==> src/rtl/ucsie_ltsm.sv <==
// Link training and status state machine: DETECT dwell, lane pattern resolution with width
// degrade, sideband config handshake, retry/fail accounting and retrain handling.
module ucsie_ltsm #(
    parameter int NUM_LANES  = 16,
    parameter int DETECT_CYC = 1000,
    parameter int TRAIN_CYC  = 5000,
    parameter int MAX_RETRY  = 3
) (
    input  logic                 clk,
    input  logic                 rst_n,
    input  logic                 start,
    input  logic [NUM_LANES-1:0] lane_ok,
    input  logic                 lane_ok_valid,
    output logic                 sb_req,
    input  logic                 sb_ack,
    input  logic                 link_err,
    input  logic                 retrain_req,
    output logic [3:0]           state,
    output logic                 link_up,
    output logic [NUM_LANES-1:0] active_lanes,
    output logic [1:0]           width_code,
    output logic [7:0]           retrain_cnt,
    output logic                 train_fail
);

    typedef enum logic [3:0] {
        ST_RESET   = 4'd0,
        ST_DETECT  = 4'd1,
        ST_PATTERN = 4'd2,
        ST_CONFIG  = 4'd3,
        ST_ACTIVE  = 4'd4,
        ST_RETRAIN = 4'd5,
        ST_FAIL    = 4'd6
    } state_t;

    localparam int TMR_MAX = (DETECT_CYC > TRAIN_CYC) ? DETECT_CYC : TRAIN_CYC;
    localparam int TMR_W   = $clog2(TMR_MAX + 1);
    localparam logic [TMR_W-1:0] DET_LAST = TMR_W'(DETECT_CYC - 1);
    localparam logic [TMR_W-1:0] TRN_LAST = TMR_W'(TRAIN_CYC - 1);
    localparam logic [TMR_W-1:0] TMR_ONE  = TMR_W'(1);

    localparam logic [NUM_LANES-1:0] MASK_ALL = {NUM_LANES{1'b1}};
    localparam logic [NUM_LANES-1:0] MASK_LO  = MASK_ALL >> (NUM_LANES / 2);
    localparam logic [NUM_LANES-1:0] MASK_HI  = MASK_ALL << (NUM_LANES / 2);
    localparam logic [NUM_LANES-1:0] MASK_QTR = MASK_ALL >> (NUM_LANES - NUM_LANES / 4);

    state_t                 state_r;
    state_t                 state_nxt_s;
    logic [TMR_W-1:0]       timer_r;
    logic [3:0]             attempt_r;
    logic [3:0]             attempt_inc_s;
    logic                   fail_s;
    logic                   resolve_s;
    logic                   match_s;
    logic [NUM_LANES-1:0]   mask_s;
    logic [1:0]             width_s;
    logic                   sb_req_r;
    logic                   link_up_r;
    logic [NUM_LANES-1:0]   active_lanes_r;
    logic [1:0]             width_code_r;
    logic [7:0]             retrain_cnt_r;
    logic                   train_fail_r;

    assign attempt_inc_s = attempt_r + 4'd1;

    // Lane resolution: widest contiguous passing group wins, in fixed priority order.
    always_comb begin
        match_s = 1'b0;
        mask_s  = '0;
        width_s = 2'd0;
        if ((lane_ok & MASK_ALL) == MASK_ALL) begin
            match_s = 1'b1;
            mask_s  = MASK_ALL;
            width_s = 2'd3;
        end else if ((lane_ok & MASK_LO) == MASK_LO) begin
            match_s = 1'b1;
            mask_s  = MASK_LO;
            width_s = 2'd2;
        end else if ((lane_ok & MASK_HI) == MASK_HI) begin
            match_s = 1'b1;
            mask_s  = MASK_HI;
            width_s = 2'd2;
        end else if ((lane_ok & MASK_QTR) == MASK_QTR) begin
            match_s = 1'b1;
            mask_s  = MASK_QTR;
            width_s = 2'd1;
        end else begin
            match_s = 1'b0;
        end
    end

    // Next-state logic; dropping start overrides everything, and event inputs beat timeouts.
    always_comb begin
        state_nxt_s = state_r;
        fail_s      = 1'b0;
        resolve_s   = 1'b0;
        if (!start) begin
            state_nxt_s = ST_RESET;
        end else begin
            case (state_r)
                ST_RESET:   state_nxt_s = ST_DETECT;
                ST_DETECT: begin
                    if (timer_r == DET_LAST) state_nxt_s = ST_PATTERN;
                    else                     state_nxt_s = ST_DETECT;
                end
                ST_PATTERN: begin
                    if (lane_ok_valid) begin
                        if (match_s) begin
                            resolve_s   = 1'b1;
                            state_nxt_s = ST_CONFIG;
                        end else begin
                            fail_s = 1'b1;
                        end
                    end else if (timer_r == TRN_LAST) begin
                        fail_s = 1'b1;
                    end else begin
                        state_nxt_s = ST_PATTERN;
                    end
                end
                ST_CONFIG: begin
                    if (sb_ack)                   state_nxt_s = ST_ACTIVE;
                    else if (timer_r == TRN_LAST) fail_s = 1'b1;
                    else                          state_nxt_s = ST_CONFIG;
                end
                ST_ACTIVE: begin
                    if (link_err || retrain_req) state_nxt_s = ST_RETRAIN;
                    else                         state_nxt_s = ST_ACTIVE;
                end
                ST_RETRAIN: state_nxt_s = ST_DETECT;
                ST_FAIL:    state_nxt_s = ST_FAIL;
                default:    state_nxt_s = ST_RESET;
            endcase
            if (fail_s) begin
                state_nxt_s = (attempt_inc_s >= 4'(MAX_RETRY)) ? ST_FAIL : ST_DETECT;
            end else begin
                state_nxt_s = state_nxt_s;
            end
        end
    end

    // State, timer, attempt counter and all registered outputs.
    always_ff @(posedge clk or negedge rst_n) begin
        if (!rst_n) begin
            state_r        <= ST_RESET;
            timer_r        <= '0;
            attempt_r      <= 4'd0;
            sb_req_r       <= 1'b0;
            link_up_r      <= 1'b0;
            active_lanes_r <= '0;
            width_code_r   <= 2'd0;
            retrain_cnt_r  <= 8'd0;
            train_fail_r   <= 1'b0;
        end else begin
            state_r <= state_nxt_s;

            if (state_nxt_s != state_r) begin
                timer_r <= '0;
            end else if (state_r == ST_DETECT || state_r == ST_PATTERN || state_r == ST_CONFIG) begin
                timer_r <= timer_r + TMR_ONE;
            end else begin
                timer_r <= '0;
            end

            if (state_r == ST_RESET || state_r == ST_RETRAIN) begin
                attempt_r <= 4'd0;
            end else if (fail_s) begin
                attempt_r <= attempt_inc_s;
            end else begin
                attempt_r <= attempt_r;
            end

            if (state_nxt_s == ST_RESET || fail_s) begin
                active_lanes_r <= '0;
                width_code_r   <= 2'd0;
            end else if (resolve_s) begin
                active_lanes_r <= mask_s;
                width_code_r   <= width_s;
            end else begin
                active_lanes_r <= active_lanes_r;
                width_code_r   <= width_code_r;
            end

            // Count on entry to RETRAIN so the new value is visible while the link is down.
            if (state_r == ST_ACTIVE && state_nxt_s == ST_RETRAIN && retrain_cnt_r != 8'hFF) begin
                retrain_cnt_r <= retrain_cnt_r + 8'd1;
            end else begin
                retrain_cnt_r <= retrain_cnt_r;
            end

            sb_req_r     <= (state_nxt_s == ST_CONFIG);
            link_up_r    <= (state_nxt_s == ST_ACTIVE);
            train_fail_r <= (state_nxt_s == ST_FAIL);
        end
    end

    assign state        = state_r;
    assign sb_req       = sb_req_r;
    assign link_up      = link_up_r;
    assign active_lanes = active_lanes_r;
    assign width_code   = width_code_r;
    assign retrain_cnt  = retrain_cnt_r;
    assign train_fail   = train_fail_r;

endmodule

==> config.mk <==
export PLATFORM = sky130hd
export DESIGN_NAME = ucsie_ltsm
export DESIGN_NICKNAME = d
export VERILOG_FILES = /design/src/rtl/ucsie_ltsm.sv
export SDC_FILE = /design/constraint.sdc
export NUM_CORES = 1
export LEC_CHECK = 0
export CAP_MARGIN = 20
export CELL_PAD_IN_SITES_DETAIL_PLACEMENT = 1
export CELL_PAD_IN_SITES_GLOBAL_PLACEMENT = 2
export CORE_UTILIZATION = 30
export DETAILED_ROUTE_END_ITERATION = 6
export PLACE_DENSITY_LB_ADDON = 0.05
export SETUP_SLACK_MARGIN = 0.2
export SYNTH_ARGS = -nofsm -noshare
export SYNTH_HDL_FRONTEND = slang
export SYNTH_SLANG_ARGS = --single-unit
==> constraint.sdc <==
create_clock -name clk -period 2.4 [get_ports clk]
set_input_delay 0.48 -clock clk [delete_from_list [all_inputs] [get_ports clk]]
set_output_delay 0.48 -clock clk [all_outputs]
set_load 0.01 [all_outputs]
==> impl_results.md, run 1 <==
- Part of the Yosys area used for sequential elements: 41.2%
- Setup violators final: 0
- Vias in the first global route: 1919
- Layout area overhead: 40.9%
- CP max-delay cell: clkdlybuf4s50_1
- Ys Warns: 0
- Layout Skew: 0.00569 ns
- Global route overflow: 0
- #FFs+latches synth: 37
- Port bufs: 55
- Startpoint Class: primary input
- Leakage: 1.43 nW
- Count of different cell masters after synthesis: 53
- Final wirelength: 6160 um
- # hold bufs at CTS: 0
- Non-Filler Instances: 409
- CP peak stage delay: 0.51 ns
- Die H: 88.5 um
- # IOs: 56
- Most frequent cell after synthesis: dfrtp_1
- Vias per cell: 4.77
- Final min period: 2.12 ns
- Hold crit path type: primary input to async pin
- Root buffer cell: clkbuf_8
- Worst R2R Setup Slack: 0.29 ns
- Final Util: 43.6%
- Post-place setup slack: -0.260 ns
- Initial core utilization: 30.9%
- WL/cell: 15.1 um
- R2R cell count: 8
- Crit. End Element: flop
- Pins Over Slew Limit: 0
- Cell Area, Placed: 2910 um2
- Area of the multi-input gates: 1190 um2
- # rows: 31
- R2R Path Start: attempt_r[0]
- Ranking of synthesized cells by area: dfrtp_1, nor2_1, buf_4
- Crit path max-delay family: simple AND/OR/NAND/NOR gates
- Slew HR: 57.8%
- Clk buf depth: 2
- Share of the synthesized area in the top cell type: 41.2%
- Antenna diode count: 0
- Ys async rst share: 100%
- Crit. path cell count: 7
- Register area: 931 um2
- Crit Path Class: primary input to flop
- Worst vdd ir: 0.000226 V
- RSZ-0062 raised after global routing: true
- Critical path required time: 2.58 ns
- Cell count after placement: 389
- Crit-path max FO: 5
- Top post-synthesis cells by count: dfrtp_1, nor2_1, nand2_1, buf_4, nand3_1
- Final Wtd Congestion: 0.759
- Worst Path Buf+Inv: 1
- DRC violations left: 0
- Post-detailed-route count of antenna-violating nets: 0
- Core area: 7250 um2
- Fmax: 471 MHz
- Worst-Margin Slew: 0.633 ns
- Critical Path, Cell by Cell: clkdlybuf4s50_1 -> mux2i_1 -> and3_1 -> a2bb2o_4 -> or3_4 -> nand4_1 -> mux2_4
- Cell Pwr Density: 398 nW/um2
- Final hold violations: 0
- PnR worst setup slack: 0.275 ns
- CTS tree: built
- FILL cells: 831
- GRT Total Usage: 16.4%
- Design area: 3160 um2
- Later-pin clock latency in the skew report: 0.29 ns
- Worst EP arrival: 2.31 ns
- Primary FF master, synth: dfrtp_1
- Maxcap violations: 0
- Mapped Cells: 237
- Die width: 88.5 um
- Avg Inst Size Synth: 9.47 um2
- Post-synth EDFFs: 0
- Drt first-iter violations: 52
- Routed vias: 1951
- Share of cells above drive strength 1: 19.0%
- Leading area contributor after synthesis: dfrtp_1
- Mapped Area: 2240 um2
- Initial antenna violation count: 0
- Tcrit/Tclk final: 88.5%
- Outcome: finished, final reports clean
- H-tree depth: 2
- Largest net degree at the start of global routing: 27
- CP Launch Point: lane_ok_valid
- First-pass GRT wire length: 9650 um
- Die Area: 7830 um2
- Clock sink count: 37
- First drt pass iteration count: 4
- Num CTS Buffers: 5
- Dpl hpwl: 4240 um
- Layout Nets: 336
- Reg clk slew, reported paths: 0.08 ns
- Syn_nets: 264
==> final cells by class <==
type / count / area share, %
Clock inverter: 1 / 0.158
Tap cell: 99 / 3.92
Inverter: 6 / 0.712
Multi-Input combinational cell: 175 / 37.7
Timing Repair Buffer: 84 / 25.0
Clock buffer: 7 / 3.05
Sequential cell: 37 / 29.4
==> worst paths after layout <==
check,end
min in group clk,timer_r[0]
setup reg to reg,timer_r[0]
hold reg to reg,timer_r[0]
max in group asynchronous,state[2]
hold / removal,timer_r[9]
setup / recovery,retrain_cnt[6]
==> sequential cells by signal, indices dropped and copies added, names as in the netlist <==
register      flops
timer_r          13
active_lanes      3
attempt_r         4
sb_req            1
train_fail        1
retrain_cnt       8
link_up           1
state             4
width_code        2
==> layout by cell type, fill, tap and decap left out, types with 6 or more instances in the layout <==
cell type and instances:
nand4_1 6, buf_4 29, clkbuf_8 7, dlymetal6s2s_1 12, clkdlybuf4s50_1 41, nand2_1 26, dfrtp_1 33, inv_1 6
nor3_1 6, nand3_1 11, nor2_1 29, xnor2_1 9, nand2b_1 6, xor2_1 10, mux2i_1 7
==> stage by stage <==
step | total power [mW] | hold slack (ns) | TNS [ns]
2_1_floorplan | 0.689 | 0.184 | 0
3_3_place_gp | 0.767 | 0.506 | -1.60
3_5_place_dp | 0.767 | 0.517 | -2.14
4_1_cts | 1.28 | 0.222 | 0
5_1_grt | 1.32 | 0.246 | 0
6_report | 1.26 | 0.198 | 0
==> routing by layer <==
metal	up-vias	part of all wire [%]	routed length, um	GRT usage [%]
met2	46	45	2780	26.1
met3	5	5.0	308	3.26
met5	-	0	0	0
met1	941	48	2980	22.2
li1	959	-	-	-
met4	0	1.5	95	6.16
==> cells by family (layout without fill, tap and decap cells) <==
group,Yosys count,after routing,synth area share [%]
and+or+nand+nor,117,117,27.9
DFF,37,37,41.2
buffers and inverters,26,98,7.41
AOI/OAI and AO/OA,24,25,9.48
xor gates and xnor gates,19,19,7.41
muxes,9,9,4.12
adders and majority gates,4,4,2.23
other,1,1,0.167
==> where the power goes <==
| group | leakage [nW] | switching, mW | internal [mW] |
|---|---|---|---|
| clock | 0.0542 | 0.235 | 0.260 |
| combinational | 0.864 | 0.0638 | 0.0645 |
| sequential | 0.507 | 0.00688 | 0.626 |
| total | 1.43 | 0.306 | 0.951 |
==> worst register-to-register path: cells and delay by family (launching register included) <==
family	cells	cell delay [ns]
fa+ha+maj	1	0.25
flops	1	0.43
buf+inv	1	0.16
mux	1	0.17
simple gates	3	0.76
compound gates	2	0.27
==> timing repair <==
| item | CTS | global route |
|---|---|---|
| pin swaps | 5 | 9 |
| gates resized for setup | 5 | 19 |
| hold endpoints to repair | 0 | 0 |
| setup endpoints to repair | 13 | 25 |
| buffers inserted | 5 | 6 |
| gates cloned | 1 | 0 |
Note: power is estimated with default switching activity, not from simulation.
==> run 2: changes to the inputs <==
--- a/config.mk
+++ b/config.mk
@@ -5,7 +5,6 @@
 export SDC_FILE = /design/constraint.sdc
 export NUM_CORES = 1
 export LEC_CHECK = 0
-export CAP_MARGIN = 20
 export CELL_PAD_IN_SITES_DETAIL_PLACEMENT = 1
 export CELL_PAD_IN_SITES_GLOBAL_PLACEMENT = 2
 export CORE_UTILIZATION = 30
==> constraint.sdc (replaced) <==
create_clock -name clk -period 2.2 [get_ports clk]
set_input_delay 0.44 -clock clk [delete_from_list [all_inputs] [get_ports clk]]
set_output_delay 0.44 -clock clk [all_outputs]
set_load 0.01 [all_outputs]
==> run 2 against run 1 <==
Wire length rose by 5.0%. Utilization is 2.2 points higher. Non-clock buffer count increased by 11. Hold slack got worse by 0.088 ns. Combinational power grew 29%. Largest cell class unchanged. Critical path type is now flop to flop. Sequential cell count is the same. Sequential share of layout area decreased by 1.4 points. Critical path depth rose by 1. Worst setup slack worse by 0.15 ns. Sequential power increased by 9.2%. Clock skew rose by 0.0015 ns. Critical endpoint unchanged. Design area rose by 4.9%.
==> impl_results.md, run 2 (synthesis results as in run 1) <==
- Num CTS Buffers: 5 (unchanged)
- DRC violations left: 0 (unchanged)
- Int Pwr: 1.03 mW (+8.0%)
- GRT Total Usage: 16.9% (+0.46 points)
- Layout Nets: 347 (+3.3%)
- Outcome: finished, final reports clean
- Reg2reg end: retrain_cnt[6]
- Layout area overhead: 47.8%
- CTS tree: built
- Worst vdd ir: 0.000233 V (+3.1%)
- Startpoint Class: flop
- Vias per cell: 4.81 (+0.82%)
- Share of cells above drive strength 1: 26.8% (+7.8 points)
- Leading cell type in the layout, fill and taps excluded: clkdlybuf4s50_1
- Sw frac: 24.2% (-0.15 points)
- Layout Skew: 0.00719 ns (+0.00150 ns)
- Max reg flops: 13 (unchanged)
- Final Wtd Congestion: 0.803 (+5.8%)
- Global route overflow: 0 (unchanged)
- Crit-path max FO: 5 (unchanged)
- Non-Filler Instances: 420 (+2.7%)
- Leakage: 1.41 nW (-1.4%)
- Core area: 7250 um2 (unchanged)
- Commonest non-fill, non-tap cells in the layout: clkdlybuf4s50_1, buf_4, dfrtp_1
- Top reg by flops: timer_r
- Clock sink count: 37 (unchanged)
- Die Area: 7830 um2 (unchanged)
- Fmax: 483 MHz
- Drt first-iter violations: 61 (+17%)
- First-pass GRT wire length: 10000 um (+3.9%)
- Crit Path Class: flop to flop
- Final wirelength: 6470 um (+5.0%)
- Later-pin clock latency in the skew report: 0.29 ns (about the same)
- Clk buf depth: 2 (unchanged)
- R2R Path Start: timer_r[1]
- Net Sw Power: 0.328 mW (+7.1%)
- # IOs: 56 (unchanged)
- Die H: 88.5 um (unchanged)
- Die width: 88.5 um (unchanged)
- Final min period: 2.07 ns
- Initial antenna violation count: 0 (unchanged)
- Final Util: 45.7% (+2.2 points)
- Worst R2R Setup Slack: 0.13 ns (-0.16 ns)
- Initial core utilization: 30.9% (unchanged)
- Final hold violations: 0 (unchanged)
- Reg clk slew, reported paths: 0.08 ns (about the same)
- Critical path required time: 2.37 ns (-0.21 ns)
- Crit. End Element: flop
- Cell Pwr Density: 408 nW/um2 (+2.7%)
- H-tree depth: 2 (unchanged)
- # rows: 31 (unchanged)
- Dpl hpwl: 4290 um (+1.2%)
- Largest net degree at the start of global routing: 38 (+41%)
- Tcrit/Tclk final: 94.1%
- Reg power frac: 51.0% (+0.6 points)
- Hold crit path type: primary input to async pin
- Antenna diode count: 0 (unchanged)
- Total negative slack: 0 ns (unchanged)
- Clock power frac: 36.8% (-2.6 points)
- R2R cell count: 8 (unchanged)
- Vias in the first global route: 2007 (+4.6%)
- Post-detailed-route count of antenna-violating nets: 0 (unchanged)
- RSZ-0062 raised after global routing: true
- First drt pass iteration count: 4 (unchanged)
- WL/cell: 15.4 um (+2.3%)
- Root buffer cell: clkbuf_8
- Comb pwr share: 12.2% (+2.0 points)
- Maxcap violations: 0 (unchanged)
- FILL cells: 855 (+2.9%)
- Pins Over Slew Limit: 0 (unchanged)
- Routed vias: 2020 (+3.5%)
- Worst EP arrival: 2.24 ns (-0.07 ns)
- Cell count after placement: 394 (+1.3%)
- Setup violators final: 0 (unchanged)
- # hold bufs at CTS: 0 (unchanged)
- Port bufs: 55 (unchanged)
run 2: cell types whose count changed in the layout (fill, tap and decap cells not counted), moves of 3 or more:
cell            previous run  this run
dlygate4sd2_1              1        13
dlymetal6s2s_1            12         0
buf_4                     29        36
buf_6                      0         3
nand2_1                   26        23
nand2_2                    0         3
nor3_1                     6         3
run 2: how the worst max path moves through the flow:
stage | from | to | slack (ns) | depth (start not counted)
floorplan | state[1] | retrain_cnt[6] | 0.15 | 8
global placement | lane_ok[14] | retrain_cnt[6] | -0.32 | 8
detailed placement | lane_ok[9] | retrain_cnt[6] | -0.37 | 8
CTS | state[2] | retrain_cnt[3] | 0.15 | 9
global route | timer_r[1] | retrain_cnt[6] | 0.05 | 7
finish | timer_r[1] | retrain_cnt[6] | 0.13 | 8
run 2: what timing repair did:
item	in CTS	in global routing
pin swaps	20	7
setup endpoints to repair	32	30
gates cloned	1	0
setup buffers	14	3
resized for setup	35	12
run 2: area by class of cell:
class	instances	area [um2]	area share [%]
multi-input combinational	175	1300	39.1
tap	99	124	3.73
clock buffer	8	90.1	2.71
sequential	37	932	28.1
inverter	6	22.5	0.679
timing repair buffer	95	853	25.7
run 2: worst max-delay path, cell delays in order, from the launching register on:
cell and delay, ns:
dfrtp_1 0.41, ha_2 0.21, nand4bb_1 0.15, nor2_2 0.07, buf_4 0.14, a2bb2o_4 0.23, or3_4 0.34, nand4_1 0.10
mux2_4 0.30
run 2: metal layers:
layer / GRT usage [%] / vias to the layer above / part of all wire (%)
met2: 27.0 / 45 / 47
li1: - / 978 / -
met3: 2.80 / 8 / 4.0
met4: 4.84 / 0 / 1.4
met5: 0 / - / 0
met1: 23.6 / 989 / 47
run 2: power by group through the flow:
| stage | combinational, mW | clock [mW] | sequential, mW |
|---|---|---|---|
| after detailed placement | 0.145 | 0 | 0.703 |
| after global routing | 0.182 | 0.541 | 0.691 |
| final | 0.165 | 0.498 | 0.691 |
| after CTS | 0.162 | 0.517 | 0.690 |
| after floorplan | 0.0500 | 0 | 0.705 |
| after global placement | 0.144 | 0 | 0.704 |
run 2: per-stage QoR:
stage / instance area [um2] / hold WS, ns / worst slack (ns) / power [mW]
after floorplan: 2270 / 0.144 / 0.154 / 0.755
after global placement: 2970 / 0.430 / -0.322 / 0.848
after detailed placement: 2970 / 0.423 / -0.369 / 0.848
after CTS: 3250 / 0.115 / 0.150 / 1.37
after global routing: 3320 / 0.132 / 0.0457 / 1.41
final: 3320 / 0.110 / 0.130 / 1.35
==> edit 1: new RTL, config.mk and constraints of run 2 <==
`NUM_LANES`: 16 -> 18.
--- a/src/rtl/ucsie_ltsm.sv
+++ b/src/rtl/ucsie_ltsm.sv
@@ -1,7 +1,7 @@
 // Link training and status state machine: DETECT dwell, lane pattern resolution with width
 // degrade, sideband config handshake, retry/fail accounting and retrain handling.
 module ucsie_ltsm #(
-    parameter int NUM_LANES  = 16,
+    parameter int NUM_LANES  = 18,
     parameter int DETECT_CYC = 1000,
     parameter int TRAIN_CYC  = 5000,
     parameter int MAX_RETRY  = 3
Interface: changed (resized active_lanes and lane_ok); port bits go from 56 to 60. The function was not compared with the original's and may differ.
==> edit 1 against run 2 <==
- the run now ends with setup timing left
- final area grew 6.7%
- clock power grew 20%
- setup slack lost 0.35 ns
- synthesized area shrank 2.8%
- critical path depth grew 4
- total power grew 5.3%
- sequential power shrank 0.7%
- sequential cell count is the same
- via count grew 1.5%
- combinational power shrank 13%
- sequential share of layout area shrank 1.9 points
- global-route usage grew 1.2 points
- routed wire length grew 1.5%
- critical path type is now in2reg
- highest routed layer unchanged
==> edit 1: results (changes against run 2) <==
CP max FO=4 (-1); layout cells sized above 1=0.341 (+0.0734); status=complete, but fails checks; RePlAce Congestion=0.781 (-2.8%); most frequent cells after synthesis=37 x dfrtp_1, 21 x nand2_1, 17 x nor2_1; failing checks=setup timing; worst r2r src=state[3]; Total GRT Usage=0.181 (+0.0115); Internal=1.11 mW (+7.7%); Yosys cell types=48 (-9.4%); drt initial violations=44 (-28%); Worst Reg2Reg Path Length in Cells=9 (+1); detailed-placement wirelength estimate=4720 um (+10%); initial antenna violation count=0 (unchanged); global-route wire length before repair=10,400 um (+3.4%); Max VDD drop=191 uV (-18%); nets=362 (+4.3%); final setup vio count=18 (+18); port buffer count=59 (+7.3%); flop-to-flop setup slack=-0.15 ns (-0.28 ns); Setup TNS=-2.59 ns (-2.59 ns); reg-to-reg critical path endpoint=timer_r[6]; largest cells by area after synthesis=dfrtp_1 42%, buf_4 5.5%, nor3_2 4.1%; skew final=0.0114 ns (+0.00420 ns); dpl cell area=3120 um2 (+5.0%); Worst Slack Setup Final=-0.217 ns (-0.347 ns); Hold WS=0.00474 ns (-0.105 ns); Leakage=1.44 nW (+2.5%); CP max stage delay=0.57 ns (+0.16 ns); sequential-to-total area share from yosys stat=0.424 (+0.0118); number of diodes=0 (unchanged); Slowest-stage cell, CP=or4_4; pin count of the biggest net entering global routing=15 (-61%); total routed wirelength=6570 um (+1.5%)
==> edit 1: cell types whose count changed after synthesis, moves of 4 or more <==
cell | run 2 | this run
nand3_1 | 11 | 16
mux2i_1 | 7 | 2
nor3_2 | 0 | 9
and2_1 | 1 | 5
a21oi_1 | 2 | 7
nor2_1 | 30 | 17
nor4_1 | 1 | 5
nand2_1 | 26 | 21
==> edit 1: layout make-up <==
cell class	count	area, um2
Multi-Input combinational cell	166	1270
Fill cell	806	3370
Clock buffer	6	72.6
Timing Repair Buffer	120	1110
Tap cell	96	120
Sequential cell	37	926
Inverter	3	11.3
Clock inverter	2	38.8
==> edit 1: metal layers <==
layer / track usage / wire [um]
met1: 0.232 / 2980
met2: 0.308 / 3320
met3: 0.0322 / 184
met4: 0.0566 / 87
met5: 0 / 0
==> edit 1: worst max path at each step <==
stage	start	end	slack, ns	depth (start not counted)
after CTS	state[3]	timer_r[12]	-0.12	8
after global placement	lane_ok[13]	timer_r[3]	-0.47	9
after global routing	lane_ok[16]	retrain_cnt[6]	-0.24	12
after floorplan	state[1]	timer_r[10]	-0.07	9
final	lane_ok[16]	retrain_cnt[6]	-0.22	12
after detailed placement	lane_ok[13]	timer_r[2]	-0.57	9
==> edit 1: power groups by stage <==
stage               clock (mW)  combinational, mW  sequential [mW]
floorplan                    0             0.0285            0.700
detailed placement           0              0.129            0.700
global placement             0              0.128            0.699
global route             0.652              0.157            0.687
CTS                      0.613              0.140            0.686
finish                   0.597              0.144            0.686
==> edit 1: logic make-up after synthesis <==
logic type	count (synthesis)	synth area share
AOI/OAI and AO/OA	30	0.0975
muxes	3	0.0143
DFF	37	0.424
buffers and inverters	23	0.0717
and+or+nand+nor	109	0.291
adders and majority gates	4	0.0229
other	1	0.00172
xor gates and xnor gates	19	0.0763
==> edit 1: per-stage QoR <==
stage	instances	setup slack, ns
finish	430	-0.217
floorplan	226	-0.0723
CTS	426	-0.125
global placement	407	-0.466
detailed placement	407	-0.573
global route	430	-0.244
==> edit 1: repair_timing <==
item / in CTS / in global routing
cloned: 1 / 0
resized for setup: 27 / 18
buffers inserted: 10 / 4
endpoints found under the setup margin: 34 / 35
pin swaps: 9 / 5
==> edit 1: worst max-delay path, delay by kind of cell <==
kind	cells	cell delay, ns
AND/OR/NAND/NOR	5	1.00
buffers and inverters	5	0.99
AO/OA/AOI/OAI	2	0.21
==> edit 2: new RTL, flow settings as in run 2 <==
Without the edit above. Register the output `retrain_cnt` once more, without a reset; this adds one clock of latency there. The other outputs are not delayed to match.
--- a/src/rtl/ucsie_ltsm.sv
+++ b/src/rtl/ucsie_ltsm.sv
@@ -198,7 +198,9 @@
     assign link_up      = link_up_r;
     assign active_lanes = active_lanes_r;
     assign width_code   = width_code_r;
-    assign retrain_cnt  = retrain_cnt_r;
+    always_ff @(posedge clk) begin
+        retrain_cnt <= retrain_cnt_r;
+    end
     assign train_fail   = train_fail_r;
 
 endmodule
Function: same outputs for any inputs over 10 cycles, from zero or initial values and one cycle with rst_n low; that may be too few to reach the edited logic, so the function may still have changed.
==> edit 2 against run 2 <==
- synthesized area is 13% higher
- setup slack lost 0.013 ns
- final area increased by 13%
- non-clock buffer count rose by 13
- sequential cell count up 8
- routed wire length rose by 4.7%
- global-route usage down 0.26 points
- total power grew 15%
- clock skew is 0.0011 ns lower
==> edit 2: results (changes against run 2) <==
status=complete, no violations; drt initial violations=31 (-49%); Period Utilization, post-route=0.947 (+0.00582); sequential-to-total area share from yosys stat=0.429 (+0.0170); GR Layer Usage met3=0.0283 (+0.000332); layout cells sized above 1=0.331 (+0.0634); vias per inst=4.81 (about the same); Layout non-clock buf frac=0.263 (+0.00601); Worst Reg2Reg Path Length in Cells=9 (+1); Net Count, Synth=267 (+1.1%); detailed-placement wirelength estimate=4900 um (+14%); Synth async-reset ratio=0.822 (-0.178); skew final=0.00612 ns (-0.00107 ns); RePlAce Congestion=0.762 (-5.2%); Max VDD drop=210 uV (-9.9%); dpl cell area=3360 um2 (+13%); nets=361 (+4.0%); area of the multi-input gates=1420 um2 (+9.3%); reg-to-reg critical path endpoint=timer_r[6]; Layout Utilization=0.459 (+0.00135); via count=2,115 (+4.7%); placed insts=416 (+5.6%); largest cells by area after synthesis=dfrtp_1 37%, dfxtp_1 6.3%, a211oi_2 5.4%; CP max FO=13 (+8); mux cell area share after synthesis=0.00841 (-0.0328); inverter count=8 (+2); most frequent cells after synthesis=37 x dfrtp_1, 14 x buf_4, 14 x nor2_1; Final clock-cell share=0.0260 (-0.00113)
edit 2: worst max path at each step:
stage / startpoint / end / cells past startpoint
floorplan: retrain_cnt_r[0] / retrain_cnt_r[1] / 6
global placement: lane_ok[14] / timer_r[12] / 8
detailed placement: lane_ok[14] / timer_r[1] / 8
CTS: timer_r[1] / timer_r[8] / 8
global route: timer_r[1] / timer_r[6] / 9
finish: timer_r[1] / timer_r[6] / 9
edit 2: report_power, final:
group	internal [mW]	leakage, nW	switching (mW)
Combinational	0.0753	0.909	0.0651
Clock	0.240	0.0511	0.337
Sequential	0.828	0.575	0.00447
edit 2: worst reg2reg max path: stages, from the launching register on:
cell and delay [ns]:
dfrtp_1 0.40, ha_4 0.16, and4bb_2 0.27, nand4_1 0.18
buf_4 0.20, o211ai_1 0.20, a22oi_2 0.10, nor3_4 0.22
buf_12 0.18, a211oi_2 0.06
edit 2: what timing repair did:
item	CTS	global route
buffers inserted	7	9
setup endpoints to repair	23	33
pin swaps	4	7
hold buffers	0	0
resized for setup	20	14
